<file path="src/rtl/pipeline_hazard_ctrl_pkg.sv">
// -----------------------------------------------------------------------------
// pipeline_hazard_ctrl_pkg
// Shared definitions for the 5-stage MIPS pipeline hazard controller:
//   - state_t   : controller FSM encodings (RUN=0, DWAIT=1, HALT=2)
//   - REG_ZERO  : architectural zero register number (never a real dependency)
//   - ctrl_t    : bundle of per-stage enable/flush controls
//   - ctrl_uniform / ctrl_hazard : helpers producing control bundles
// -----------------------------------------------------------------------------
package pipeline_hazard_ctrl_pkg;

  typedef enum logic [1:0] {
    ST_RUN   = 2'd0,
    ST_DWAIT = 2'd1,
    ST_HALT  = 2'd2
  } state_t;

  localparam int REG_ZERO = 0;

  typedef struct packed {
    logic pc_enable;
    logic ifid_enable;
    logic ifid_flush;
    logic idex_enable;
    logic idex_flush;
    logic exmem_enable;
    logic memwb_enable;
  } ctrl_t;

  // Every enable set to 'en', no flushes.
  function automatic ctrl_t ctrl_uniform(input logic en);
    ctrl_t c;
    c.pc_enable    = en;
    c.ifid_enable  = en;
    c.ifid_flush   = 1'b0;
    c.idex_enable  = en;
    c.idex_flush   = 1'b0;
    c.exmem_enable = en;
    c.memwb_enable = en;
    return c;
  endfunction

  // Priority-ordered hazard resolution once data memory is not blocking:
  // taken branch, then load-use, then fetch wait, else free running.
  function automatic ctrl_t ctrl_hazard(input logic branch_taken,
                                        input logic load_use,
                                        input logic imem_ready);
    ctrl_t c;
    c = ctrl_uniform(1'b1);
    if (branch_taken) begin
      // PC takes the branch target; the two wrong-path instructions die.
      c.ifid_flush = 1'b1;
      c.idex_flush = 1'b1;
    end else if (load_use) begin
      // Hold PC and IF/ID, inject one bubble into EX.
      c.pc_enable   = 1'b0;
      c.ifid_enable = 1'b0;
      c.idex_flush  = 1'b1;
    end else if (!imem_ready) begin
      // No valid fetch: hold PC, feed a bubble into ID, let the rest drain.
      c.pc_enable  = 1'b0;
      c.ifid_flush = 1'b1;
    end else begin
      c = ctrl_uniform(1'b1);
    end
    return c;
  endfunction

endpackage

</file>
<file path="src/rtl/load_use_detect.sv">
// -----------------------------------------------------------------------------
// load_use_detect
// Purely combinational load-use hazard detector: flags when the instruction in
// ID reads a register that the load currently in EX is about to write.
// Ports:
//   ex_mem_read  in  EX instruction is a load
//   ex_rt        in  load destination register
//   id_rs/id_rt  in  source registers of the ID instruction
//   id_uses_rs/rt in ID instruction actually reads rs / rt
//   load_use     out hazard present
// -----------------------------------------------------------------------------
module load_use_detect
  import pipeline_hazard_ctrl_pkg::*;
#(
  parameter int REG_W = 5
) (
  input  logic             ex_mem_read,
  input  logic [REG_W-1:0] ex_rt,
  input  logic [REG_W-1:0] id_rs,
  input  logic [REG_W-1:0] id_rt,
  input  logic             id_uses_rs,
  input  logic             id_uses_rt,
  output logic             load_use
);

  logic rs_hit;
  logic rt_hit;

  // A load into $zero never creates a dependency.
  always_comb begin
    rs_hit   = id_uses_rs & (id_rs == ex_rt);
    rt_hit   = id_uses_rt & (id_rt == ex_rt);
    load_use = ex_mem_read & (ex_rt != REG_W'(REG_ZERO)) & (rs_hit | rt_hit);
  end

endmodule

</file>
<file path="src/rtl/pipeline_hazard_ctrl.sv">
// -----------------------------------------------------------------------------
// pipeline_hazard_ctrl
// Sequences the PC and the IF/ID, ID/EX, EX/MEM, MEM/WB pipeline registers of a
// 5-stage MIPS pipeline. Handles load-use stalls, taken-branch flushes, fetch
// wait bubbles and data-memory wait freezes. A watchdog halts the pipeline when
// a data access stays not-ready for MAX_DWAIT consecutive cycles; only reset
// leaves HALT. Saturating counters record PC-hold cycles and branch flushes.
// Ports:
//   clk, reset (sync, active-high)
//   id_rs, id_rt, id_uses_rs, id_uses_rt   ID-stage operand info
//   ex_mem_read, ex_rt, ex_branch_taken    EX-stage info
//   imem_ready, dmem_req, dmem_ready       memory handshakes
//   pc_enable, *_enable, *_flush           combinational stage controls
//   halted, state_dbg                      watchdog trip / FSM state
//   stall_count, flush_count               saturating perf counters
// -----------------------------------------------------------------------------
module pipeline_hazard_ctrl
  import pipeline_hazard_ctrl_pkg::*;
#(
  parameter int REG_W     = 5,
  parameter int CNT_W     = 32,
  parameter int MAX_DWAIT = 16
) (
  input  logic             clk,
  input  logic             reset,
  input  logic [REG_W-1:0] id_rs,
  input  logic [REG_W-1:0] id_rt,
  input  logic             id_uses_rs,
  input  logic             id_uses_rt,
  input  logic             ex_mem_read,
  input  logic [REG_W-1:0] ex_rt,
  input  logic             ex_branch_taken,
  input  logic             imem_ready,
  input  logic             dmem_req,
  input  logic             dmem_ready,
  output logic             pc_enable,
  output logic             ifid_enable,
  output logic             ifid_flush,
  output logic             idex_enable,
  output logic             idex_flush,
  output logic             exmem_enable,
  output logic             memwb_enable,
  output logic             halted,
  output logic [1:0]       state_dbg,
  output logic [CNT_W-1:0] stall_count,
  output logic [CNT_W-1:0] flush_count
);

  // wait_cnt only has to reach MAX_DWAIT-1.
  localparam int              WC_W    = (MAX_DWAIT > 2) ? $clog2(MAX_DWAIT) : 1;
  localparam logic [WC_W-1:0] WC_LAST = WC_W'(MAX_DWAIT - 1);
  localparam logic [CNT_W-1:0] CNT_MAX = {CNT_W{1'b1}};

  state_t          state;
  logic [WC_W-1:0] wait_cnt;
  ctrl_t           ctrl;
  logic            load_use;
  logic            dmem_block;
  logic            branch_flush;

  load_use_detect #(
    .REG_W (REG_W)
  ) u_load_use_detect (
    .ex_mem_read (ex_mem_read),
    .ex_rt       (ex_rt),
    .id_rs       (id_rs),
    .id_rt       (id_rt),
    .id_uses_rs  (id_uses_rs),
    .id_uses_rt  (id_uses_rt),
    .load_use    (load_use)
  );

  // Stage controls from current state and inputs; a freeze blocks everything.
  always_comb begin
    ctrl         = ctrl_uniform(1'b1);
    dmem_block   = 1'b0;
    branch_flush = 1'b0;
    if (reset) begin
      ctrl = ctrl_uniform(1'b1);
    end else begin
      case (state)
        ST_RUN: begin
          if (dmem_req && !dmem_ready) begin
            ctrl       = ctrl_uniform(1'b0);
            dmem_block = 1'b1;
          end else begin
            ctrl         = ctrl_hazard(ex_branch_taken, load_use, imem_ready);
            branch_flush = ex_branch_taken;
          end
        end
        ST_DWAIT: begin
          // The completing cycle is a normal cycle, so no slot is lost.
          if (!dmem_ready) begin
            ctrl       = ctrl_uniform(1'b0);
            dmem_block = 1'b1;
          end else begin
            ctrl         = ctrl_hazard(ex_branch_taken, load_use, imem_ready);
            branch_flush = ex_branch_taken;
          end
        end
        ST_HALT: begin
          ctrl = ctrl_uniform(1'b0);
        end
        default: begin
          ctrl = ctrl_uniform(1'b0);
        end
      endcase
    end
  end

  // Drive the individual control ports from the bundle.
  always_comb begin
    pc_enable    = ctrl.pc_enable;
    ifid_enable  = ctrl.ifid_enable;
    ifid_flush   = ctrl.ifid_flush;
    idex_enable  = ctrl.idex_enable;
    idex_flush   = ctrl.idex_flush;
    exmem_enable = ctrl.exmem_enable;
    memwb_enable = ctrl.memwb_enable;
    state_dbg    = state;
  end

  // FSM, dmem watchdog and saturating perf counters.
  always_ff @(posedge clk) begin
    if (reset) begin
      state       <= ST_RUN;
      wait_cnt    <= {WC_W{1'b0}};
      halted      <= 1'b0;
      stall_count <= {CNT_W{1'b0}};
      flush_count <= {CNT_W{1'b0}};
    end else begin
      if (!ctrl.pc_enable && (state != ST_HALT) && (stall_count != CNT_MAX)) begin
        stall_count <= stall_count + CNT_W'(1);
      end
      if (branch_flush && (flush_count != CNT_MAX)) begin
        flush_count <= flush_count + CNT_W'(1);
      end
      case (state)
        ST_RUN: begin
          if (dmem_block) begin
            state    <= ST_DWAIT;
            wait_cnt <= WC_W'(1);
          end
        end
        ST_DWAIT: begin
          if (dmem_block) begin
            if (wait_cnt == WC_LAST) begin
              state  <= ST_HALT;
              halted <= 1'b1;
            end else begin
              wait_cnt <= wait_cnt + WC_W'(1);
            end
          end else begin
            state    <= ST_RUN;
            wait_cnt <= {WC_W{1'b0}};
          end
        end
        ST_HALT: begin
          halted <= 1'b1;
        end
        default: begin
          // Unreachable encoding: park safely until reset.
          state  <= ST_HALT;
          halted <= 1'b1;
        end
      endcase
    end
  end

endmodule

</file>
<file path="config.mk">
export PLATFORM = sky130hd
export DESIGN_NAME = pipeline_hazard_ctrl
export DESIGN_NICKNAME = d
export VERILOG_FILES = /design/src/rtl/pipeline_hazard_ctrl_pkg.sv /design/src/rtl/load_use_detect.sv /design/src/rtl/pipeline_hazard_ctrl.sv
export SDC_FILE = /design/constraint.sdc
export NUM_CORES = 1
export LEC_CHECK = 0
export BUFFER_PORTS_ARGS = -buffer_cell sky130_fd_sc_hd__buf_2
export CAP_MARGIN = 20
export CELL_PAD_IN_SITES_DETAIL_PLACEMENT = 1
export CELL_PAD_IN_SITES_GLOBAL_PLACEMENT = 2
export CORE_UTILIZATION = 30
export CTS_CLUSTER_DIAMETER = 60
export DETAILED_ROUTE_END_ITERATION = 10
export PLACE_DENSITY_LB_ADDON = 0.1
export SLEW_MARGIN = 20
export SYNTH_ARGS = -nofsm -noshare
export SYNTH_HDL_FRONTEND = slang
export SYNTH_SLANG_ARGS = --single-unit
</file>
<file path="constraint.sdc">
create_clock -name clk -period 2.5 [get_ports clk]
set_input_delay 0.125 -clock clk [delete_from_list [all_inputs] [get_ports clk]]
set_output_delay 0.125 -clock clk [all_outputs]
set_load 0.05 [all_outputs]
</file>
**After elaboration in Yosys (flattened, before gate mapping)**

Index checks and enable logic that the tools add are counted.

- Register bits after elaboration: 71
- Bits of input ports: 24
- Output and inout port bits: 74

- Bitwise operators: 7
- Add/sub/neg operators: 3
- Equality and inequality tests: 13
- Muxes and demuxes: 32
- Reductions and logical operators: 12

Operator list:

| cell | number |
|---|---|
| $add A32 B1 Y32 const B | 2 |
| $ne A32 B32 Y1 const B | 2 |
| $mux W7 | 3 |
| $mux W1 | 14 |
| $pmux W7 S2 | 1 |
| $mux W2 | 6 |
| $mux W4 | 3 |
| $eq A5 B5 Y1 | 2 |
| $reduce_and A3 Y1 | 3 |
| $ne A2 B2 Y1 const B | 4 |
| $pmux W4 S2 | 1 |
| $ne A3 B3 Y1 const B | 2 |
| $pmux W1 S2 | 3 |
| $pmux W2 S3 | 1 |
| $reduce_bool A5 Y1 | 1 |
| $add A4 B1 Y4 const B | 1 |
| $and A1 B1 Y1 | 4 |
| $eq A4 B4 Y1 const B | 1 |
| $logic_and A1 B1 Y1 | 4 |
| $eq A2 B1 Y1 const B | 1 |
| $eq A2 B2 Y1 const B | 1 |
| $logic_not A1 Y1 | 2 |
| $logic_not A2 Y1 | 1 |
| $not A1 Y1 | 2 |
| other kinds (2) | 2 |

**Logic depth before layout (Yosys ltp)**

- Depth after elaboration: 12
- Mapped depth: 9
- Mapped depth without buffers: 8

**Cells and area by module**

A second synthesis with hierarchy kept.

- Cell total of the unflattened synthesis: 477
- Area, all modules: 3,948.8 um^2

By module, submodules not included:

| module | times used | cells an instance | sequential area each (um^2) | area each (um^2) |
|---|---|---|---|---|
| pipeline_hazard_ctrl | 1 | 460 | 1,421.4 | 3,814.9 |
| load_use_detect | 1 | 17 | 0.0 | 133.9 |

**Least setup slack after synthesis**

OpenSTA, ideal clock, no wires.

- Kind: register -> register
- Start point: register stall_count[14]
- End point: register stall_count[27]
- Data arrival time: 2,519 ps
- Setup time: 121 ps
- Path slack: -139 ps
- Path buffers: 1
- Clock period less this slack: 2,639 ps
- Stages on the path, launching flop included: 8
- Cells stage by stage: dfxtp_1 and4_4 and3_4 nand2_2 or4b_1 buf_4 nor4b_2 mux2_2

- Longest elaborated chain between the ends: 2

RTL lines:

| what | RTL line | text |
|---|---|---|
| start: declaration | pipeline_hazard_ctrl.sv:45 | `output logic [CNT_W-1:0] stall_count,` |
| start signal: assignment | pipeline_hazard_ctrl.sv:129 | `stall_count <= {CNT_W{1'b0}};` |
| start signal: assignment | pipeline_hazard_ctrl.sv:133 | `stall_count <= stall_count + CNT_W'(1);` |
| parallel branches: the longest is 2 deep, another holds $add A32 B1 Y32 | - |  |

Several ways; the timed one is not identified.
A chain may end at the register's enable or synchronous reset.

**Worst setup path in the final report**

- Start point: register stall_count[25]
- End point: register stall_count[27]

The elaborated chain is that of the path after synthesis.

==> flow_summary.ini <==
[setup_path]
critPathLaunchType = register
path_max_fanout = 10
reg2reg_depth = 7
cp-end-kind = register
reg2reg_slack_ns = 0.16
worst-setup-path-type = reg -> reg
worstPathArrival_ns = 2.56
cp.required_ns = 2.72

[sta]
maxSlewHeadroom = 0.418
finClkSkew_ns = 0.00559
min_period_over_period = 0.937
timing.final.ws_setup_ns = 0.157
hold_ws_ns = 0.241
rsz0062_at_grt = false
fmax_mhz = 427
setup_viol = 0
fin_setup_tns_ns = 0
fin_crit_ns = 2.34
finalHoldViolCount = 0
maxSlewViolCount = 0
tightest_slew_ns = 0.872

[placement]
dp.cells = 694
place_congestion = 0.747
post-place-ws_ns = -0.00459
place_area_um2 = 4460
numPortBuffers = 97
dp_hpwl_mm = 7.84

[clock_tree]
cts_hold_buf = 0
tritoncts = built
root_buffer = clkbuf_16
clock-sinks = 71
cts_buffer_depth = 2
cts_made_buffers = 9
clkLatencyLatePin_ns = 0.33
h-tree-depth = 3
clk_pin_slew_ns = 0.06

[routing]
routed_wl_mm = 10.9
ant_nets = 0
vias = 3659
avgViaCountPerCell = 5.15
drt-initial-drc-count = 145
dr.pass1.iters = 6
drt-wirelength-per-cell_um = 15.3
route.detailed.drc = 0

[final_layout]
syn_to_final_growth_pct = 31.3
drive_gt1_frac = 0.321
num_antenna_cells = 0
nets = 586
fin_cells = 710
finalInstanceArea_um2 = 4840
final_util = 0.403

[floorplanning]
row_count = 40
die_h_um = 113
pin_count = 98
start_util = 0.307
dieArea_um2 = 12700
coreArea_um2 = 12000
fp.dieW_um = 113

[logic_synthesis]
synth_seq_cells = 71
synth_compound_area_frac = 0.106
synth.most_common_cell = dfxtp_1
synth_simple_gate_area_share = 0.320
yosysWarnings = 0
yosys-mux-area-fraction = 0.0417
yosysTopAreaCell = dfxtp_1
synthXorXnorAreaFrac = 0.0973
synthFlopType = dfxtp_1
netlist_instances = 446
seq_area_frac_synth = 0.385
synth_common_cells = dfxtp_1 (71), nor2_1 (69), nand2_1 (35)
synth.area.top_cells = dfxtp_1 (39%), nor2_1 (7.0%), xnor2_1 (5.0%)
async_flop_share = 0
ys_types = 50
synth-edff-count = 0
avgSynthCellArea_um2 = 8.27
synth_fp_nets = 473
synthAdderAreaFrac = 0.0102
synth_top_family_by_area = simple AND/OR/NAND/NOR gates
yosys.area.top_type_share = 0.385
syn_area_um2 = 3690

[power]
total_power_mw = 2.79
p_leak_nw = 1.95
peakVddDrop_mv = 0.310
p_per_area_nw_per_um2 = 576

[run]
maxCapViolCount = 0

[global_routing]
overflow = 0
grt_first_pass_wirelength_mm = 18.2
grt_max_degree = 82
grtUsageTotal = 0.179
grt_pass1_vias = 3564
grt_antenna_before_repair = 0

[min_path]
min_path_cells = 4
worstHoldPathType = in -> reg

[status]
outcome = finished, final reports clean
-- cell usage in the layout (no fill, tap or decap), types with 2 or more instances in the layout --
cell type / instances
and3_1: 4
nor4_1: 11
mux2_2: 11
and3_4: 2
nand4_1: 21
nor2b_1: 12
inv_1: 9
nand3_1: 20
a21oi_1: 25
nand2_2: 2
o21ai_0: 9
nor2_1: 69
o31ai_1: 10
bufinv_16: 2
clkbuf_8: 3
and4_1: 2
buf_2: 97
dfxtp_2: 14
and2_1: 6
xnor2_1: 21
nand2_1: 34
o311ai_0: 2
or4b_2: 2
clkbuf_16: 9
mux2i_1: 3
or4_1: 11
a21o_1: 3
xor2_1: 20
nand2b_1: 2
or3_1: 8
ha_1: 3
o21a_1: 3
dfxtp_1: 57
o41ai_1: 2
and4_4: 2
nor4_2: 3
nor3_1: 6
buf_4: 26
-- layout make-up --
class / count / area [um^2]
tap: 147 / 184
multi-input combinational: 344 / 2160
fill: 1469 / 7170
timing repair buffer: 124 / 692
sequential: 71 / 1440
clock buffer: 12 / 267
clock inverter: 3 / 65.1
inverter: 9 / 33.8
-- per-layer routing --
metal | global-route usage | share of wire | vias to the layer above
li1 | - | - | 1809
met2 | 0.277 | 0.44 | 94
met5 | 0 | 0 | -
met4 | 0.0640 | 0.015 | 0
met3 | 0.0412 | 0.054 | 12
met1 | 0.245 | 0.49 | 1744
-- sequential cells by signal (all words and copies together), names as in the netlist --
signal and flops:
flush_count 32, stall_count 32, wait_cnt 4, state_dbg 2, halted 1
-- power by group --
part	leakage (nW)	total [mW]	internal, mW	switching [mW]
clock network	0.165	1.44	0.948	0.495
registers	0.580	1.14	1.14	0.00656
logic	1.21	0.202	0.0665	0.136
total	1.95	2.79	2.15	0.637
-- worst paths after layout --
path / start / to
max: stall_count[25] / stall_count[27]
min: reset / stall_count[16]
max reg2reg: stall_count[25] / stall_count[27]
min reg2reg: halted / halted
-- kinds of logic (layout without fill, tap and decap cells) --
logic type,Yosys count,in the layout
flops,71,71
xor+xnor,41,41
fa+ha+maj,3,3
mux,14,14
buf+inv,31,148
simple gates,224,224
compound gates,62,62
-- critical path, cell delays in order (launching register included) --
cell,delay (ns)
dfxtp_2,0.34
and3_4,0.18
and4_4,0.19
nand4_1,0.12
or4_4,0.17
or4b_4,0.55
nor4b_2,0.31
mux2_2,0.36
-- what timing repair did --
action	in CTS	in global routing
resized for setup	1	7
setup buffers	0	1
endpoints found under the setup margin	1	25
Note: power is estimated with default switching activity, not from simulation.
